### config.mk
export PLATFORM = sky130hd
export DESIGN_NAME = sync_fifo
export DESIGN_NICKNAME = d
export VERILOG_FILES = /design/src/rtl/sync_fifo.sv
export SDC_FILE = /design/constraint.sdc
export NUM_CORES = 1
export LEC_CHECK = 0
export ABC_CLOCK_PERIOD_IN_PS = 2600
export CAP_MARGIN = 20
export CELL_PAD_IN_SITES_DETAIL_PLACEMENT = 1
export CELL_PAD_IN_SITES_GLOBAL_PLACEMENT = 2
export CORE_UTILIZATION = 41
export DETAILED_ROUTE_END_ITERATION = 10
export PLACE_DENSITY = 0.86
export SETUP_SLACK_MARGIN = 0.3
export SYNTH_ARGS = -nofsm -noshare
export SYNTH_HDL_FRONTEND = slang
export SYNTH_SLANG_ARGS = --single-unit
export TNS_END_PERCENT = 20
### constraint.sdc
create_clock -name clk -period 2.6 [get_ports clk]
set_input_delay 0.39 -clock clk [delete_from_list [all_inputs] [get_ports clk]]
set_output_delay 0.39 -clock clk [all_outputs]
set_load 0.05 [all_outputs]
### src/rtl/sync_fifo.sv
// sync_fifo: single-clock FIFO with a register-file store and registered read data.
//
// Ports:
//   clk          rising-edge clock
//   rst          asynchronous reset, active-low
//   wr_enb       write request; wr_data is stored when accepted (not full)
//   wr_data      write data
//   rd_enb       read request; rd_data updates the following cycle when accepted
//   rd_data      registered read data, holds when no read is accepted
//   full/empty   count == DEPTH / count == 0
//   almost_full  count >= AFULL_LVL
//   almost_empty count <= AEMPTY_LVL
//   half         count >= DEPTH/2
//   count        current occupancy (0..DEPTH)
//   overflow     one-cycle pulse after a write requested while full
//   underflow    one-cycle pulse after a read requested while empty
module sync_fifo #(
  parameter int DATA_WIDTH = 8,
  parameter int DEPTH      = 16,
  parameter int AFULL_LVL  = 14,
  parameter int AEMPTY_LVL = 2
) (
  input  logic                    clk,
  input  logic                    rst,
  input  logic                    wr_enb,
  input  logic [DATA_WIDTH-1:0]   wr_data,
  input  logic                    rd_enb,
  output logic [DATA_WIDTH-1:0]   rd_data,
  output logic                    full,
  output logic                    empty,
  output logic                    almost_full,
  output logic                    almost_empty,
  output logic                    half,
  output logic [$clog2(DEPTH):0]  count,
  output logic                    overflow,
  output logic                    underflow
);

  localparam int AW = $clog2(DEPTH);
  localparam int CW = AW + 1;

  if ((1 << AW) != DEPTH || DEPTH < 4) begin : g_bad_depth
    $error("sync_fifo: DEPTH must be a power of 2 and at least 4");
  end
  if (!(AEMPTY_LVL > 0 && AEMPTY_LVL < AFULL_LVL && AFULL_LVL < DEPTH)) begin : g_bad_lvl
    $error("sync_fifo: require 0 < AEMPTY_LVL < AFULL_LVL < DEPTH");
  end

  logic [DATA_WIDTH-1:0] mem [DEPTH];
  logic [AW-1:0]         wr_ptr;
  logic [AW-1:0]         rd_ptr;
  logic                  wr_acc;
  logic                  rd_acc;

  // Flags come from the count register only, so they clear with the
  // asynchronous reset without waiting for an edge.
  always_comb begin
    full         = (count == CW'(DEPTH));
    empty        = (count == '0);
    almost_full  = (count >= CW'(AFULL_LVL));
    almost_empty = (count <= CW'(AEMPTY_LVL));
    half         = (count >= CW'(DEPTH / 2));
    wr_acc       = wr_enb & ~full;
    rd_acc       = rd_enb & ~empty;
  end

  // Storage is not reset; writes are blocked while reset is held.
  always_ff @(posedge clk) begin
    if (wr_acc && rst) begin
      mem[wr_ptr] <= wr_data;
    end
  end

  always_ff @(posedge clk or negedge rst) begin
    if (!rst) begin
      wr_ptr    <= '0;
      rd_ptr    <= '0;
      count     <= '0;
      rd_data   <= '0;
      overflow  <= 1'b0;
      underflow <= 1'b0;
    end else begin
      overflow  <= wr_enb & full;
      underflow <= rd_enb & empty;
      if (wr_acc) begin
        wr_ptr <= wr_ptr + 1'b1;
      end
      if (rd_acc) begin
        rd_data <= mem[rd_ptr];
        rd_ptr  <= rd_ptr + 1'b1;
      end
      case ({wr_acc, rd_acc})
        2'b10:   count <= count + 1'b1;
        2'b01:   count <= count - 1'b1;
        default: count <= count;
      endcase
    end
  end

endmodule
==> metrics <==
Detailed Route Iter0 Violations 215; final critical delay including setup and external delays 2.482 ns; count of input and output buffers 31; number of instances in the synthesized netlist 318; vias in the first global route around 3,400; Hold Path Class input port to asynchronous set/reset pin; netlist area before placement slightly above 6000 sq um; first-pass GRT wire length a little over 20,000 um; via/cell ratio 5.408; clock sink total 151; class of the most critical setup path register to register; number of buffers on the longest clock path 2; number of top-level pins 32; Clock Skews 0.01044 ns; arrival time at the worst endpoint 2.79 ns; number of warnings issued by yosys 0; placed inst area 6741 sq um; P&R area growth vs syn 20.80%; highest-count cells in the layout ignoring fill and taps 128 x edfxtp_1, 32 x buf_4, 29 x mux4_2, 29 x clkdlybuf4s50_1, 20 x nand2_1; final total negative setup slack 0 ns; peak supply drop between 0.5 and 0.6 mV; total CTS buffers 17; Floorplan Core Area 14,480 sq um; Tot GR Track Use 0.1950; Most Frequent Cell on Critical Path nand3_1; run status complete, no violations; antenna violations before repair 0; count of antenna diodes in the layout 0; number of rows in the core area 44; power density normalized to cell area 1133 nW/um^2; count of maximum capacitance violations 0; H-tree lvl count 4; leakage power total 2.595 nW; average cell area after synthesis between 15 and 20 sq um; overall power of the completed layout 8.308 mW; net count after synthesis 340; final antenna-violating net count 0; kind of start point of the critical path register; Hold Fails Final Rpt 0; pin count of the biggest net entering global routing 27; clk_lat worst skew 0.42 ns; Net count, final ~400; top fanout value on the critical path 6; overflow left after global routing 0; flip-flop and latch count after synthesis 151; list of cells traversed by the critical path nor2_2, nand3_1, and2_1, inv_2, ha_4, inv_4, fa_2, nor2b_1, o21ai_1, nand3_1, or3b_1, xnor2_1; average routed wire per standard cell 23.52 um; slew at the pin with the worst max-slew slack 0.6436 ns; y dimension of the die around 120 um; required time of the worst setup path 2.91 ns; sequential area share after synthesis 0.7282; Reg clk slew, reported paths 0.06 ns; starting density of the core 0.4191; Peak Freq between 400 and 500 MHz; root buffer cell clkbuf_16; hold_ws 0.4122 ns; slowest cell on the critical path dfrtp_2; RSZ-0062 raised after global routing yes; Vias around 3,100; final HPWL from detailed placement 8540 um; Horiz. Die Dim between 100 and 150 um; Die Area 15,290 sq um; commonest non-fill, non-tap cell in the layout edfxtp_1; Slew headroom 0.5696; count of pins over their slew limit 0; final setup violation count 0; total length of routed wires 13,670 um; design area 7331 sq um; Final period util 0.9545; slowest stage delay, CP approximately 0.45 ns; TritonRoute pass-1 iters 4; final weighted congestion in routability-driven placement 0.7330; CTS tree built; Yosys cell types 37; critical path capture point type register; share of final-layout standard cells stronger than drive strength 1 0.2620; residual DRC count 0
[cell families after synthesis]
family | synth area share
AOI/OAI and AO/OA | 0.02289
buffers and inverters | 0.02206
adders and majority gates | 0.02186
muxes | 0.1470
xor gates and xnor gates | 0.01443
and+or+nand+nor | 0.04351
DFF | 0.7282
[cell usage after synthesis]
master / instances / share of area
or2_2: 1 / 0.0010
buf_2: 5 / 0.0041
nor2b_1: 2 / 0.0021
fa_1: 1 / 0.0033
inv_2: 1 / 0.00062
nand3b_1: 2 / 0.0025
o21ai_0: 2 / 0.0016
nor2_1: 19 / 0.012
xnor2_1: 8 / 0.012
nor3_2: 1 / 0.0016
inv_1: 9 / 0.0056
clkbuf_1: 2 / 0.0012
a21boi_0: 1 / 0.0012
or3b_1: 1 / 0.0014
a311oi_1: 1 / 0.0014
buf_4: 4 / 0.0049
buf_6: 3 / 0.0056
o21ai_1: 2 / 0.0016
a21o_1: 1 / 0.0012
edfxtp_1: 128 / 0.63
nand4_1: 2 / 0.0021
and3_1: 1 / 0.0010
o221ai_1: 7 / 0.010
mux2i_1: 16 / 0.026
nand2_1: 21 / 0.013
a21oi_1: 2 / 0.0016
nand3_1: 3 / 0.0025
mux4_1: 3 / 0.013
xor2_1: 2 / 0.0029
nand2b_1: 1 / 0.0010
mux4_2: 29 / 0.11
a31o_2: 1 / 0.0014
dfrtp_1: 23 / 0.095
or3b_2: 1 / 0.0014
and2_1: 2 / 0.0021
ha_1: 9 / 0.019
a2111oi_2: 1 / 0.0025
[layer usage]
metal / GRT usage / vias to the layer above / part of all wire
li1: - / 1390 / -
met1: 0.2403 / 1657 / 0.41
met2: 0.3194 / 72 / 0.52
met3: 0.04853 / 23 / 0.050
met4: 0.09864 / 0 / 0.021
met5: 0 / - / 0
[final cells by class]
type | instances | area (sq um)
inverters | 10 | 40.04
clock inverters | 12 | 112.6
flip-flops and latches | 151 | 4425
multi-input cells | 143 | 1541
repair buffers | 63 | 551.8
well taps | 184 | 230.2
fillers | 1353 | 7148
clock buffers | 18 | 429.2
[path summary, 6_finish.rpt]
check	slack, ns	cells past startpoint	endpoint	startpoint
worst min-delay path	0.41	2	overflow	rst
min in group clk	0.50	2	rd_data[2]	rd_data[2]
worst max register to register	0.12	12	count[4]	count[0]
worst max-delay path	0.12	12	count[4]	count[0]
worst min register to register	0.50	2	rd_data[2]	rd_data[2]
max in group asynchronous	1.90	2	count[1]	rst
[critical path: cells and delay by family, from the launching register on]
family	cells	cell delay [ns]
AOI/OAI and AO/OA	1	0.10
and+or+nand+nor	6	1.04
adders and majority gates	2	0.52
buffers and inverters	2	0.12
DFF	1	0.45
xor gates and xnor gates	1	0.14
[metrics by stage]
step	worst slack, ns	instances	util
floorplan	0.08570	318	-
global placement	0.1088	546	0.4656
detailed placement	0.06728	546	0.4656
CTS	0.06291	576	0.5029
global route	0.03467	581	0.5063
finish	0.1182	581	0.5063
[report_power, final]
part | leakage [nW] | switching, mW | internal (mW)
Clock | 0.267 | 0.919 | 1.38
Combinational | 0.900 | 1.61 | 1.23
Sequential | 1.43 | 0.244 | 2.93
Total | 2.59 | 2.77 | 5.53
[state kept, by name, summed over array words and instances (netlist names)]
register	cells
rd_ptr	4
overflow	1
underflow	1
mem	128
wr_ptr	4
count	5
rd_data	8
[repair_timing]
action	CTS	global route
hold endpoints to repair	0	0
buffers inserted	0	5
pin swaps	0	2
gates resized for setup	1	3
hold buffers	0	0
cloned	0	0
endpoints found under the setup margin	4	5
No activity file was read; power rests on OpenSTA's default activity.
